===== src/rtl/spike_flit_serializer_if.sv =====
// Neuron-to-router transmit port: packet push side, flit write side and status.
interface spike_flit_serializer_if #(
    parameter int PACKET_SIZE    = 32,
    parameter int FLIT_SIZE      = 4,
    parameter int DROP_CNT_WIDTH = 16
) ();
    logic [PACKET_SIZE-1:0]    packet_in;
    logic                      packet_write_req;
    logic                      packet_full;
    logic                      router_full;
    logic [FLIT_SIZE-1:0]      flit_out;
    logic                      write_req;
    logic                      busy;
    logic [DROP_CNT_WIDTH-1:0] drop_count;

    modport master (
        output packet_in, packet_write_req, router_full,
        input  packet_full, flit_out, write_req, busy, drop_count
    );

    modport slave (
        input  packet_in, packet_write_req, router_full,
        output packet_full, flit_out, write_req, busy, drop_count
    );
endinterface


===== src/rtl/spike_flit_serializer.sv =====
// Buffers spike packets in a small FIFO and streams them to the router local
// input as FLIT_SIZE-bit flits, most significant flit first, under router_full.
module spike_flit_serializer #(
    parameter int PACKET_SIZE     = 32,
    parameter int FLIT_SIZE       = 4,
    parameter int FIFO_DEPTH      = 4,
    parameter int FIFO_ADDR_WIDTH = 2,
    parameter int DROP_CNT_WIDTH  = 16
) (
    input  logic                   clk,
    input  logic                   reset,
    spike_flit_serializer_if.slave bus
);
    localparam int NF    = PACKET_SIZE / FLIT_SIZE;
    localparam int IDX_W = (NF > 1) ? $clog2(NF) : 1;
    localparam int CNT_W = FIFO_ADDR_WIDTH + 1;

    typedef enum logic {IDLE = 1'b0, SEND = 1'b1} state_e;

    state_e                                   state_q, state_d;
    logic [FIFO_DEPTH-1:0][PACKET_SIZE-1:0]   mem_q, mem_d;
    logic [FIFO_ADDR_WIDTH-1:0]               rd_ptr_q, rd_ptr_d;
    logic [FIFO_ADDR_WIDTH-1:0]               wr_ptr_q, wr_ptr_d;
    logic [CNT_W-1:0]                         count_q, count_d;
    logic [PACKET_SIZE-1:0]                   shift_reg_q, shift_reg_d;
    logic [IDX_W-1:0]                         flit_idx_q, flit_idx_d;
    logic [FLIT_SIZE-1:0]                     flit_out_q, flit_out_d;
    logic                                     write_req_q, write_req_d;
    logic [DROP_CNT_WIDTH-1:0]                drop_count_q, drop_count_d;

    logic fifo_full, fifo_empty, push, pop, issue, last_flit;

    assign fifo_full  = (count_q == CNT_W'(FIFO_DEPTH));
    assign fifo_empty = (count_q == '0);
    assign push       = bus.packet_write_req && !fifo_full;
    assign issue      = (state_q == SEND) && !bus.router_full;
    assign last_flit  = issue && (flit_idx_q == IDX_W'(NF - 1));
    // Refill on the last flit's edge keeps back-to-back packets gap-free.
    assign pop        = !fifo_empty && ((state_q == IDLE) || last_flit);

    always_ff @(posedge clk) begin
        if (reset) state_q <= IDLE;
        else       state_q <= state_d;
    end

    always_comb begin
        state_d = state_q;
        case (state_q)
            IDLE:    if (!fifo_empty) state_d = SEND;
            SEND:    if (last_flit && fifo_empty) state_d = IDLE;
            default: state_d = IDLE;
        endcase
    end

    always_comb begin
        shift_reg_d = shift_reg_q;
        flit_idx_d  = flit_idx_q;
        flit_out_d  = flit_out_q;
        write_req_d = 1'b0;
        if (issue) begin
            write_req_d = 1'b1;
            flit_out_d  = shift_reg_q[PACKET_SIZE-1 -: FLIT_SIZE];
            shift_reg_d = shift_reg_q << FLIT_SIZE;
            flit_idx_d  = flit_idx_q + IDX_W'(1);
        end
        if (pop) begin
            shift_reg_d = mem_q[rd_ptr_q];
            flit_idx_d  = '0;
        end
    end

    always_comb begin
        mem_d        = mem_q;
        wr_ptr_d     = wr_ptr_q;
        rd_ptr_d     = rd_ptr_q;
        count_d      = count_q;
        drop_count_d = drop_count_q;
        if (push) begin
            mem_d[wr_ptr_q] = bus.packet_in;
            wr_ptr_d        = wr_ptr_q + FIFO_ADDR_WIDTH'(1);
        end
        if (pop) rd_ptr_d = rd_ptr_q + FIFO_ADDR_WIDTH'(1);
        case ({push, pop})
            2'b10:   count_d = count_q + CNT_W'(1);
            2'b01:   count_d = count_q - CNT_W'(1);
            default: count_d = count_q;
        endcase
        // Judged on the registered full flag, so a same-edge pop does not save it.
        if (bus.packet_write_req && fifo_full && (drop_count_q != '1))
            drop_count_d = drop_count_q + DROP_CNT_WIDTH'(1);
    end

    always_ff @(posedge clk) begin
        if (reset) begin
            rd_ptr_q     <= '0;
            wr_ptr_q     <= '0;
            count_q      <= '0;
            shift_reg_q  <= '0;
            flit_idx_q   <= '0;
            flit_out_q   <= '0;
            write_req_q  <= 1'b0;
            drop_count_q <= '0;
        end else begin
            rd_ptr_q     <= rd_ptr_d;
            wr_ptr_q     <= wr_ptr_d;
            count_q      <= count_d;
            shift_reg_q  <= shift_reg_d;
            flit_idx_q   <= flit_idx_d;
            flit_out_q   <= flit_out_d;
            write_req_q  <= write_req_d;
            drop_count_q <= drop_count_d;
        end
    end

    always_ff @(posedge clk) begin
        mem_q <= mem_d;
    end

    assign bus.packet_full = fifo_full;
    assign bus.flit_out    = flit_out_q;
    assign bus.write_req   = write_req_q;
    assign bus.busy        = !fifo_empty || (state_q == SEND);
    assign bus.drop_count  = drop_count_q;
endmodule


===== src/flat_wrapper.sv =====
// flat-port wrapper written by rule: the top's interface ports become plain ports
module spike_flit_serializer_flat 
#(
    parameter int PACKET_SIZE     = 32,
    parameter int FLIT_SIZE       = 4,
    parameter int FIFO_DEPTH      = 4,
    parameter int FIFO_ADDR_WIDTH = 2,
    parameter int DROP_CNT_WIDTH  = 16
)
  (clk, reset, bus_packet_in, bus_packet_write_req, bus_router_full, bus_packet_full, bus_flit_out, bus_write_req, bus_busy, bus_drop_count);
  spike_flit_serializer_if #(.PACKET_SIZE(PACKET_SIZE), .FLIT_SIZE(FLIT_SIZE), .DROP_CNT_WIDTH(DROP_CNT_WIDTH)) bus_i ();
  input  logic clk;
  input  logic reset;
  input wire logic [$bits(bus_i.packet_in)-1:0] bus_packet_in;
  input wire logic [$bits(bus_i.packet_write_req)-1:0] bus_packet_write_req;
  input wire logic [$bits(bus_i.router_full)-1:0] bus_router_full;
  output wire logic [$bits(bus_i.packet_full)-1:0] bus_packet_full;
  output wire logic [$bits(bus_i.flit_out)-1:0] bus_flit_out;
  output wire logic [$bits(bus_i.write_req)-1:0] bus_write_req;
  output wire logic [$bits(bus_i.busy)-1:0] bus_busy;
  output wire logic [$bits(bus_i.drop_count)-1:0] bus_drop_count;
  assign bus_i.packet_in = bus_packet_in;
  assign bus_i.packet_write_req = bus_packet_write_req;
  assign bus_i.router_full = bus_router_full;
  assign bus_packet_full = bus_i.packet_full;
  assign bus_flit_out = bus_i.flit_out;
  assign bus_write_req = bus_i.write_req;
  assign bus_busy = bus_i.busy;
  assign bus_drop_count = bus_i.drop_count;
  spike_flit_serializer #(.PACKET_SIZE(PACKET_SIZE), .FLIT_SIZE(FLIT_SIZE), .FIFO_DEPTH(FIFO_DEPTH), .FIFO_ADDR_WIDTH(FIFO_ADDR_WIDTH), .DROP_CNT_WIDTH(DROP_CNT_WIDTH)) u_core (.clk(clk), .reset(reset), .bus(bus_i));
endmodule

===== config.mk =====
export PLATFORM = sky130hd
export DESIGN_NAME = spike_flit_serializer_flat
export DESIGN_NICKNAME = d
export VERILOG_FILES = /design/src/rtl/spike_flit_serializer_if.sv /design/src/rtl/spike_flit_serializer.sv /design/src/flat_wrapper.sv
export SDC_FILE = /design/constraint.sdc
export NUM_CORES = 1
export LEC_CHECK = 0
export CAP_MARGIN = 20
export CORE_MARGIN = 2
export CORE_UTILIZATION = 40
export CTS_BUF_LIST = sky130_fd_sc_hd__clkbuf_4 sky130_fd_sc_hd__clkbuf_8
export DETAILED_ROUTE_END_ITERATION = 16
export SLEW_MARGIN = 5
export SYNTH_ARGS = -nofsm -noshare
export SYNTH_HDL_FRONTEND = slang
export SYNTH_SLANG_ARGS = --single-unit

===== constraint.sdc =====
create_clock -name clk -period 5.66 [get_ports clk]
set_input_delay 0.849 -clock clk [delete_from_list [all_inputs] [get_ports clk]]
set_output_delay 0.849 -clock clk [all_outputs]
set_load 0.05 [all_outputs]

# == Word-level counts from Yosys, hierarchy flattened ==
# Index checks and enable logic that the tools add are counted.
# totals
regBits,192
in_bits,36
output_inout_bits,23
elab_cells,57
# classes
n_addsub,6
n_lt_le_gt_ge,3
eq_ne,5
muxes,12
bitwise,1
n_reduce_logical,17
# ops
cell,n
128-bit bitwise mux,1
32-bit 2-to-1 mux,4
32-bit binary-select mux with 2-bit select,1
32-bit demux with 2-bit select,1
16-bit by 1-bit adder with 16-bit output (second input constant),1
16-bit != test (second input constant),1
1-bit logical AND,8
3-bit by 1-bit adder with 3-bit output (second input constant),2
3-bit equality test (second input constant),2
2-bit by 3-bit < comparator with 1-bit output (second input constant),2
3-bit case mux with 2 select lines,1
2-bit by 1-bit adder with 2-bit output (second input constant),2
2-bit nonzero test,2
1-bit zero test,3
3-bit zero test,1
1-bit 2-to-1 mux,3
3-bit by 1-bit subtractor with 3-bit output (second input constant),1
2-bit by 1-bit equality test with 1-bit output (second input constant),1
2-bit equality test (second input constant),1
2-bit by 1-bit >= comparator with 1-bit output (second input constant),1
1-bit logical OR,2
1-bit case mux with 2 select lines,1
2-bit OR reduction,1
1-bit NOT,1

# == Depth between registers and ports, before layout ==
# Gate-level depths: netlist (run 1).
# logic_depth
ltp_word,7
depth_mapped,12
mapped_depth_nobuf,11

# == Least setup slack after synthesis (run 1) ==
# OpenSTA, ideal clock, no wires.
# synth_path
path_kind,input to register
start,input bus_router_full
end,register u_core.count_q[2]
setup_time_ns,0.070
arrival_ns,2.628
required_ns,5.590
slack_ns,2.962
path_stages,10
n_path_buf,1
cell_sequence,nand2b_1 a21o_1 clkbuf_1 clkinv_1 ha_1 inv_1 fa_1 xor2_1 or3_1 a21oi_1
# synth_via
elab_chain_cells,7
word_cells_on_any_way,9
cone_classes,eq/ne (2); mux (1); reduce/logical (6)
# synth_lines
item,line_no,source
from (decl),flat_wrapper.sv:16,input wire logic [$bits(bus_i.router_full)-1:0] bus_router_full;
1-bit zero test (*),spike_flit_serializer.sv:36,assign issue = (state_q == SEND) && !bus.router_full;
1-bit logical AND (*),spike_flit_serializer.sv:36,
1-bit logical AND (*),spike_flit_serializer.sv:37,assign last_flit = issue && (flit_idx_q == IDX_W'(NF - 1));
1-bit logical OR (*),spike_flit_serializer.sv:39,assign pop = !fifo_empty && ((state_q == IDLE) || last_flit);
1-bit logical AND (*),spike_flit_serializer.sv:39,
2-bit by 1-bit equality test with 1-bit output or 2-bit equality test (tied branches),spike_flit_serializer.sv:83,"case ({push, pop})"
3-bit case mux with 2 select lines or 2-bit nonzero test (tied branches),-,
to (signal assigned),spike_flit_serializer.sv:106,count_q <= count_d;
to (decl),spike_flit_serializer.sv:24,"logic [CNT_W-1:0] count_q, count_d;"
# Every way passes the cells marked *; elsewhere a longest branch is shown, timed or not.
# A chain may end at the register's enable or synchronous reset.

# == Worst setup path in the final report (run 1) ==
# layout_path
start,register u_core.count_q[2]
end,output bus_packet_full
# layout_via
elab_chain_cells,1
# layout_lines
item,line_no,source
3-bit equality test,spike_flit_serializer.sv:33,assign fifo_full = (count_q == CNT_W'(FIFO_DEPTH));
to (decl),flat_wrapper.sv:17,output wire logic [$bits(bus_i.packet_full)-1:0] bus_packet_full;
# No other way between the ends.

==> flow_summary_export.csv, run 1 <==
group,metric,value,unit
outcome,run_status,"completed",
route,routed_wirelength,14.2,mm
die,fp-row-count,50,
placement,numPortBuffers,58,
timing,unrepaired_setup_endpoints_after_global_routing,"false",
global_route,grt_pass1_vias,4341,
yosys,yosysUniqueCellTypes,38,
yosys,async_reset_ff_share,0,%
die,pin_count,59,
critical_path,max_fanout_on_critical_path,6,
power_and_ir_drop,p_per_area,414,mW/mm2
worst_hold_path,hold_removal_path_class,"flip-flop to flip-flop",
timing,post-route-period-util,56.1,%
route,route.antenna.remaining_nets,0,
cells_and_area,layout-area-overhead-vs-synth,16.7,%
global_route,grt_max_degree,63,
die,initial_core_util,40.5,%
cts,clock_tree.root_cell,"clkbuf_8",
power_and_ir_drop,p_leak,3.04,nW
cells_and_area,finish.net_count,596,
cells_and_area,n_fill_cell,1627,
job,max_cap_violations,0,
timing,timing.final.hold_violations,0,
cts,cts_made_buffers,17,
route,post-route-drc-count,0,
route,initialDrtViolationCount,249,
timing,final_report_setup_violation_count,0,
timing,layout_min_cycle_time,3.17,ns
yosys,synth_warnings,0,
global_route,grt.total_usage,15.2,%
yosys,ys_seq_elements,192,
timing,maxClockFrequency,315,MHz
yosys,post_syn_area,0.00756,mm2
global_route,initial_antenna_violation_count,0,
route,routed_wire_length_per_instance,17.8,um
cts,clock_tree.htree_level_count,4,
timing,final_slew_viol_count,0,
critical_path,critical_path_arrival,2.33,ns
yosys,postSynthCellCount,494,
yosys,synth_area_per_cell,15.3,um2
critical_path,end_kind,"primary output",
critical_path,worstSetupPathType,"flip-flop to primary output",
timing,tightestPinTransition,0.742,ns
cts,clk_latency,0.46,ns
die,coreArea,0.0186,mm2
cells_and_area,post_route_cells_drive_above_1_share,14.9,%
timing,fin_worst_skew,0.0111,ns
cts,number_of_resized_instances_in_the_post_cts_repair_step,0,
yosys,ys_seq_area_share,67.8,%
die,die_height,141,um
route,num_vias,4273,
placement,dp_worst_setup_slack,2.00,ns
yosys,ys.flop_type,"edfxtp_1",
cells_and_area,antenna_cells_inserted,0,
cts,ctsLongestPathBuffers,2,
timing,final_critical_path_setup_slack,2.49,ns
timing,maxSlewHeadroom,50.1,%
critical_path,critical_path_required,4.81,ns
placement,routabilityCongestion,0.754,
global_route,gr-total-overflow,0,
cts,post_cts_hold_buffer_count,0,
placement,hpwl,8.57,mm
route,first_pass_detailed_route_iteration_total,4,
global_route,grt_first_pass_wirelength,23.2,mm
cts,tritoncts_clock_tree,"done",
route,post_drt_via_cell_ratio,5.35,
die,fp.dieArea,0.0200,mm2
yosys,synth-edff-count,128,
critical_path,critPathLaunchType,"flip-flop",
cts,post_cts_setup_buffer_count,0,
die,fp.dieW,141,um
power_and_ir_drop,ir_worst_vdd,0.249,mV
yosys,syn-num-nets,539,
timing,total_negative_setup_slack,0,ns
cts,cts_num_sinks,192,
cts,worst_setup_hold_path_clk_slew,0.10,ns
==> sequential cells by signal, indices dropped and copies added (netlist names), 2 cells and up <==
signal	cells
u_core.bus.drop_count	16
u_core.bus.flit_out	4
u_core.count_q	3
u_core.flit_idx_q	3
u_core.mem_q	128
u_core.rd_ptr_q	2
u_core.shift_reg_q	32
u_core.wr_ptr_q	2
==> report_power, final <==
group | switching [mW] | internal [mW]
clock network | 0.537 | 0.383
registers | 0.116 | 1.71
logic | 0.514 | 0.398
total | 1.17 | 2.49
==> cell usage in the layout, fill, tap and decap left out, types with 2 or more instances in the layout <==
master,synthesis,routed
nand2_1,15,15
nand4_1,4,4
and3_1,5,5
nor3_1,5,5
or4_1,10,10
a211oi_1,29,29
mux4_2,32,32
a21oi_1,19,19
buf_4,0,9
xor2_1,3,3
nand3_1,12,12
nor2b_1,3,3
xnor2_1,2,2
inv_6,0,3
o31ai_1,8,8
edfxtp_1,128,128
inv_8,0,6
or3_1,4,4
ha_1,8,8
clkbuf_8,0,17
o21ai_0,4,4
mux2_2,3,3
mux2i_1,35,35
clkdlybuf4s50_1,0,57
inv_1,11,11
nand2b_1,3,2
dfxtp_1,64,63
nor4_1,3,3
clkinv_8,0,2
nor2_1,43,43
==> path summary, 6_finish.rpt <==
| check | startpoint | depth (start not counted) | endpoint | slack, ns |
|---|---|---|---|---|
| worst max register to register | u_core.count_q[2]$_SDFFE_PP0P_ | 10 | u_core.count_q[2]$_SDFFE_PP0P_ | 2.64 |
| worst max-delay path | u_core.count_q[2]$_SDFFE_PP0P_ | 3 | bus_packet_full | 2.49 |
| worst min register to register | u_core.shift_reg_q[0]$_SDFFE_PP0P_ | 2 | u_core.shift_reg_q[0]$_SDFFE_PP0P_ | 0.47 |
| worst min-delay path | u_core.shift_reg_q[0]$_SDFFE_PP0P_ | 2 | u_core.shift_reg_q[0]$_SDFFE_PP0P_ | 0.47 |
==> cell families after synthesis <==
group / after synthesis / share of synthesized area (%)
xor+xnor: 5 / 0.580
simple gates: 114 / 7.80
flops: 192 / 67.8
fa+ha+maj: 9 / 1.59
buf+inv: 42 / 2.15
compound gates: 62 / 5.43
mux: 70 / 14.6
==> cell type report <==
class / count / area (um2) / share of cell area [%]
tap: 234 / 293 / 3.32
timing repair buffer: 68 / 663 / 7.52
inverter: 12 / 45.0 / 0.511
clock buffer: 17 / 234 / 2.65
multi-input combinational: 260 / 2270 / 25.8
clock inverter: 15 / 186 / 2.11
sequential: 192 / 5130 / 58.1
==> cells in the mapped netlist (2+ instances only) <==
cell	number	area (um2)
ha_1	8	100
or4_1	10	75.1
a211oi_1	29	218
nor3_1	5	25.0
nor2_1	43	161
buf_1	3	11.3
nand4_1	4	25.0
inv_1	11	41.3
buf_2	4	20.0
or3_1	4	25.0
o21ai_0	4	20.0
mux2i_1	35	350
and3_1	5	31.3
edfxtp_1	128	3840
mux4_2	32	721
xor2_1	3	26.3
o31ai_1	8	60.1
nand2b_1	3	18.8
clkbuf_1	23	86.3
mux2_2	3	33.8
nand2_1	15	56.3
a21oi_1	19	95.1
xnor2_1	2	17.5
nand3_1	12	60.1
nor4_1	3	18.8
nor2b_1	3	18.8
dfxtp_1	64	1280
==> critical path, stage by stage, from the launching register on <==
cell	delay, ns
dfxtp_1	0.46
or3b_2	0.53
inv_1	0.08
clkdlybuf4s50_1	0.79
==> through the flow <==
stage | area, um2 | std cells | hold slack (ns) | util, % | power (mW)
floorplan | 7560 | 494 | 0.447 | - | 2.52
global placement | 8380 | 765 | 0.464 | 44.9 | 2.75
detailed placement | 8400 | 766 | 0.460 | 45.1 | 2.78
CTS | 8820 | 798 | 0.474 | 47.3 | 3.70
global route | 8820 | 798 | 0.513 | 47.3 | 3.86
finish | 8820 | 798 | 0.470 | 47.3 | 3.66
==> routing by layer <==
metal  part of all wire (%)  vias to the layer above  track usage (%)
li1                       -                     2025                -
met1                     44                     2152             19.3
met2                     51                       81             26.1
met3                    3.6                       15             3.48
met4                    1.4                        0             4.95
met5                      0                        -                0
(Power assumes the default switching activity.)
==> run 2: changes to the inputs <==
==> constraint.sdc (replaced) <==
create_clock -name clk -period 2.81 [get_ports clk]
set_input_delay 0.4215 -clock clk [delete_from_list [all_inputs] [get_ports clk]]
set_output_delay 0.4215 -clock clk [all_outputs]
set_load 0.05 [all_outputs]
==> flow_summary_export.csv, run 2 (synthesis results as in run 1) <==
group,metric,value,unit
outcome,run_status,"completed",
die,die_height,141,um
placement,hpwl,8.56,mm
route,post_drt_via_cell_ratio,5.35,
timing,final_report_setup_violation_count,0,
route,routed_wire_length_per_instance,17.4,um
cells_and_area,post_route_cells_drive_above_1_share,15.5,%
power_and_ir_drop,ir_worst_vdd,0.357,mV
cts,post_cts_hold_buffer_count,0,
critical_path,timing.critical_path.max_delay_family,"buffers and inverters",
cts,clock_tree.root_cell,"clkbuf_8",
critical_path,max_fanout_on_critical_path,6,
timing,final_slew_viol_count,0,
cts,ctsLongestPathBuffers,2,
cells_and_area,finish.net_count,600,
cts,post_cts_setup_buffer_count,0,
placement,dp_worst_setup_slack,0.219,ns
global_route,grt_most_used_layer,"met2",
global_route,initial_antenna_violation_count,0,
timing,total_negative_setup_slack,0,ns
route,first_pass_detailed_route_iteration_total,5,
timing,layout_min_cycle_time,2.72,ns
critical_path,critical_path.n_buffers_inverters,2,
route,route.antenna.remaining_nets,0,
global_route,gr-total-overflow,0,
timing,unrepaired_setup_endpoints_after_global_routing,"false",
timing,timing.final.hold_violations,0,
critical_path,critical-path-max-stage-delay,0.79,ns
die,fp.dieW,141,um
cells_and_area,largest_register,"u_core.mem_q",
cts,clock_tree.htree_level_count,4,
power_and_ir_drop,p_per_area,822,mW/mm2
global_route,grt_max_degree,62,
timing,maxSlewHeadroom,53.3,%
global_route,met3_usage,3.17,%
critical_path,worstPathCellList,"or3b_2 -> inv_1 -> clkdlybuf4s50_1",
cts,worst_setup_hold_path_clk_slew,0.10,ns
critical_path,critPathLaunchType,"flip-flop",
route,num_vias,4287,
cts,tritoncts_clock_tree,"done",
cells_and_area,n_fill_cell,1620,
cells_and_area,layout.cells.most_common_list,"128 x edfxtp_1, 63 x dfxtp_1, 57 x clkdlybuf4s50_1, 43 x nor2_1, 35 x mux2i_1",
critical_path,end_kind,"primary output",
route,post-route-drc-count,0,
global_route,grt_first_pass_wirelength,22.6,mm
critical_path,critical_path_required,2.39,ns
die,pin_count,59,
cts,cts_made_buffers,17,
timing,fin_worst_skew,0.0111,ns
timing,tightestPinTransition,0.696,ns
global_route,groute.layer.met1.usage,19.0,%
job,max_cap_violations,0,
global_route,grtUsageMet2,24.7,%
critical_path,cpMaxStageDelayCell,"clkdlybuf4s50_1",
timing,final_critical_path_setup_slack,0.0947,ns
worst_hold_path,hold_removal_path_class,"input port to flip-flop",
cells_and_area,layout-area-overhead-vs-synth,16.7,%
die,initial_core_util,40.5,%
placement,numPortBuffers,58,
timing,maxClockFrequency,368,MHz
cts,clk_latency,0.45,ns
global_route,grt_pass1_vias,4324,
placement,routabilityCongestion,0.755,
global_route,grt.total_usage,14.8,%
die,fp.dieArea,0.0200,mm2
cts,number_of_resized_instances_in_the_post_cts_repair_step,0,
cells_and_area,most_common_cell_after_layout_fill_and_taps_aside,"edfxtp_1",
timing,post-route-period-util,96.6,%
route,initialDrtViolationCount,287,
die,fp-row-count,50,
route,routed_wirelength,14.0,mm
die,coreArea,0.0186,mm2
power_and_ir_drop,total_power,7.25,mW
critical_path,worstSetupPathType,"flip-flop to primary output",
cells_and_area,largest_register_ffs,128,
power_and_ir_drop,p_leak,3.04,nW
cts,cts_num_sinks,192,
critical_path,critical_path_arrival,2.29,ns
cells_and_area,antenna_cells_inserted,0,
-- run 2: worst paths after layout --
kind,from,end,slack [ns],depth (start not counted)
worst min register to register,u_core.shift_reg_q[2]$_SDFFE_PP0P_,u_core.shift_reg_q[2]$_SDFFE_PP0P_,0.48,2
worst max register to register,u_core.count_q[2]$_SDFFE_PP0P_,u_core.count_q[2]$_SDFFE_PP0P_,0.23,9
worst min-delay path,reset,u_core.count_q[1]$_SDFFE_PP0P_,0.44,2
worst max-delay path,u_core.count_q[2]$_SDFFE_PP0P_,bus_packet_full,0.09,3
-- run 2: final cells by class --
| cell class | count | area [um2] | area share [%] |
|---|---|---|---|
| flip-flops and latches | 192 | 5130 | 58.1 |
| multi-input cells | 260 | 2270 | 25.8 |
| repair buffers | 72 | 706 | 8.00 |
| well taps | 234 | 293 | 3.32 |
| clock buffers | 19 | 249 | 2.82 |
| clock inverters | 13 | 125 | 1.42 |
| inverters | 12 | 45.0 | 0.511 |
-- run 2: through the flow --
stage               util (%)  hold slack [ns]  instances  instance area (um2)
floorplan                  -            0.447        494                 7560
global placement        45.3            0.458        770                 8440
detailed placement      45.3            0.468        770                 8440
CTS                     47.3            0.406        802                 8820
global route            47.3            0.441        802                 8820
finish                  47.3            0.437        802                 8820
-- run 2: where the power goes --
| group | total, mW | switching (mW) | leakage (nW) | internal (mW) |
|---|---|---|---|---|
| logic | 1.91 | 1.06 | 1.15 | 0.844 |
| clock network | 1.70 | 0.958 | 0.189 | 0.737 |
| registers | 3.64 | 0.202 | 1.70 | 3.44 |
-- run 2: per-layer routing --
layer  wire length (um)  share of wire, %
met5                  0                 0
met4                265               1.9
met3                463               3.3
met2               6990                50
met1               6240                45
==> run 3: changes to the inputs <==
--- a/config.mk
+++ b/config.mk
@@ -6,6 +6,7 @@
 export NUM_CORES = 1
 export LEC_CHECK = 0
 export CAP_MARGIN = 20
+export CORE_ASPECT_RATIO = 1.2
 export CORE_MARGIN = 2
 export CORE_UTILIZATION = 40
 export CTS_BUF_LIST = sky130_fd_sc_hd__clkbuf_4 sky130_fd_sc_hd__clkbuf_8
==> constraint.sdc (replaced) <==
create_clock -name clk -period 2.6 [get_ports clk]
set_input_delay 0.39 -clock clk [delete_from_list [all_inputs] [get_ports clk]]
set_output_delay 0.39 -clock clk [all_outputs]
set_load 0.05 [all_outputs]
==> flow_summary_export.csv, run 3 (synthesis results as in run 1) <==
group,metric,value,unit
route,initialDrtViolationCount,319,
cts,post_cts_hold_buffer_count,0,
cts,cts_num_sinks,192,
placement,hpwl,8.68,mm
global_route,grt_max_degree,62,
die,die_height,155,um
power_and_ir_drop,power.sequential.fraction,50.1,%
cts,clock_tree.htree_level_count,4,
route,routed_wirelength,13.7,mm
die,fp-row-count,55,
timing,maxClockFrequency,409,MHz
cts,number_of_resized_instances_in_the_post_cts_repair_step,1,
cells_and_area,utilization_after_layout,47.5,%
cells_and_area,n_fill_cell,1669,
timing,fin_worst_skew,0.0114,ns
timing,layout_min_cycle_time,2.45,ns
placement,placedInstanceArea,0.00853,mm2
route,post_drt_via_cell_ratio,5.14,
cts,clock_tree.root_cell,"clkbuf_8",
cells_and_area,layout.cells.most_common_list,"128 x edfxtp_1, 63 x dfxtp_1, 55 x clkdlybuf4s50_1, 43 x nor2_1, 35 x mux2i_1",
power_and_ir_drop,clockPowerShare,22.6,%
route,routed_wire_length_per_instance,16.6,um
die,initial_core_util,40.4,%
timing,tightestPinTransition,0.728,ns
timing,timing.final.hold_violations,0,
critical_path,worstSetupPathType,"flip-flop to flip-flop",
global_route,grt.total_usage,14.6,%
cells_and_area,final-seq-area,0.00513,mm2
cells_and_area,layout-area-overhead-vs-synth,17.7,%
route,num_vias,4260,
timing,final_report_setup_violation_count,0,
placement,routabilityCongestion,0.773,
power_and_ir_drop,netSwitchingPower,2.41,mW
route,first_pass_detailed_route_iteration_total,4,
global_route,gr-total-overflow,0,
timing,total_negative_setup_slack,0,ns
global_route,grt_pass1_vias,4386,
die,coreArea,0.0187,mm2
timing,unrepaired_setup_endpoints_after_global_routing,"false",
power_and_ir_drop,p_per_area,873,mW/mm2
cells_and_area,final_cell_area,0.00889,mm2
cts,ctsLongestPathBuffers,2,
power_and_ir_drop,internal_power,5.36,mW
cells_and_area,post_route_cells_drive_above_1_share,16.3,%
cells_and_area,largest_register,"u_core.mem_q",
power_and_ir_drop,ir_worst_vdd,0.521,mV
power_and_ir_drop,p_leak,3.06,nW
power_and_ir_drop,comb_power_share,27.4,%
cts,post_cts_setup_buffer_count,0,
cts,tritoncts_clock_tree,"done",
die,fp.dieW,129,um
global_route,initial_antenna_violation_count,0,
power_and_ir_drop,p_sw_share,31.0,%
cells_and_area,area_of_the_multi_input_gates,0.00227,mm2
job,max_cap_violations,0,
cells_and_area,most_common_cell_after_layout_fill_and_taps_aside,"edfxtp_1",
cts,worst_setup_hold_path_clk_slew,0.10,ns
timing,post-route-period-util,94.1,%
critical_path,critical_path_arrival,2.84,ns
route,post-route-drc-count,0,
timing,final_slew_viol_count,0,
timing,maxSlewHeadroom,51.1,%
cts,clk_latency,0.46,ns
route,route.antenna.remaining_nets,0,
critical_path,max_fanout_on_critical_path,6,
critical_path,end_kind,"flip-flop",
placement,dp_worst_setup_slack,0.0270,ns
outcome,run_status,"completed",
cts,cts_made_buffers,17,
die,fp.dieArea,0.0200,mm2
worst_hold_path,hold_removal_path_class,"input port to flip-flop",
critical_path,critical_path_required,3.00,ns
critical_path,critPathLaunchType,"flip-flop",
cells_and_area,antenna_cells_inserted,0,
global_route,grt_first_pass_wirelength,22.4,mm
cells_and_area,largest_register_ffs,128,
timing,final_critical_path_setup_slack,0.155,ns
die,pin_count,59,
cells_and_area,finish.net_count,604,
placement,numPortBuffers,58,
[run 3: cell count changes in the layout (fill, tap and decap cells not counted), sizes merged]
cell	previous run	this run
bufinv	1	0
clkdlybuf4s50	57	55
clkinv	5	9
buf	15	20
inv	17	14
dlygate4sd2	0	1
[run 3: layout make-up]
type / instances / area share [%]
well taps: 256 / 3.60
repair buffers: 76 / 8.65
inverters: 12 / 0.506
flip-flops and latches: 192 / 57.6
clock inverters: 13 / 1.20
clock buffers: 19 / 2.87
multi-input cells: 260 / 25.5
[run 3: through the flow]
step                hold WS [ns]  instances  power [mW]
finish                     0.408        828        7.77
global placement           0.462        796        6.10
detailed placement         0.464        796        6.15
floorplan                  0.447        494        5.49
CTS                        0.385        828        7.89
global route               0.437        828        8.23
[run 3: worst max-delay path, cell delays in order, from the launching register on]
cell and delay, ns:
dfxtp_1 0.36, or3b_2 0.53, and2_1 0.22, inv_1 0.08, ha_1 0.18, inv_1 0.06
fa_1 0.37, xor2_1 0.15, or3_1 0.30, a21oi_1 0.14
[run 3: path summary, 6_finish.rpt]
kind                                                    startpoint                            endpoint  slack [ns]  depth (start not counted)
worst max-delay path                u_core.count_q[0]$_SDFFE_PP0P_      u_core.count_q[2]$_SDFFE_PP0P_        0.15                          9
worst min-delay path                                         reset      u_core.count_q[0]$_SDFFE_PP0P_        0.41                          2
worst max register to register      u_core.count_q[0]$_SDFFE_PP0P_      u_core.count_q[2]$_SDFFE_PP0P_        0.15                          9
worst min register to register  u_core.shift_reg_q[2]$_SDFFE_PP0P_  u_core.shift_reg_q[2]$_SDFFE_PP0P_        0.47                          2
[run 3: power groups by stage]
stage / Clock, mW / Combinational, mW / Sequential [mW]
after global placement: 0 / 2.16 / 3.95
after global routing: 1.92 / 2.37 / 3.93
after floorplan: 0 / 1.54 / 3.95
after detailed placement: 0 / 2.18 / 3.97
final: 1.75 / 2.13 / 3.89
after CTS: 1.81 / 2.18 / 3.89
[run 3: per-layer routing]
| layer | global-route usage [%] | up-vias | routed length (um) |
|---|---|---|---|
| met5 | 0 | - | 0 |
| li1 | - | 2039 | - |
| met4 | 4.51 | 0 | 206 |
| met1 | 17.7 | 2136 | 5760 |
| met3 | 3.67 | 13 | 471 |
| met2 | 25.7 | 72 | 7290 |
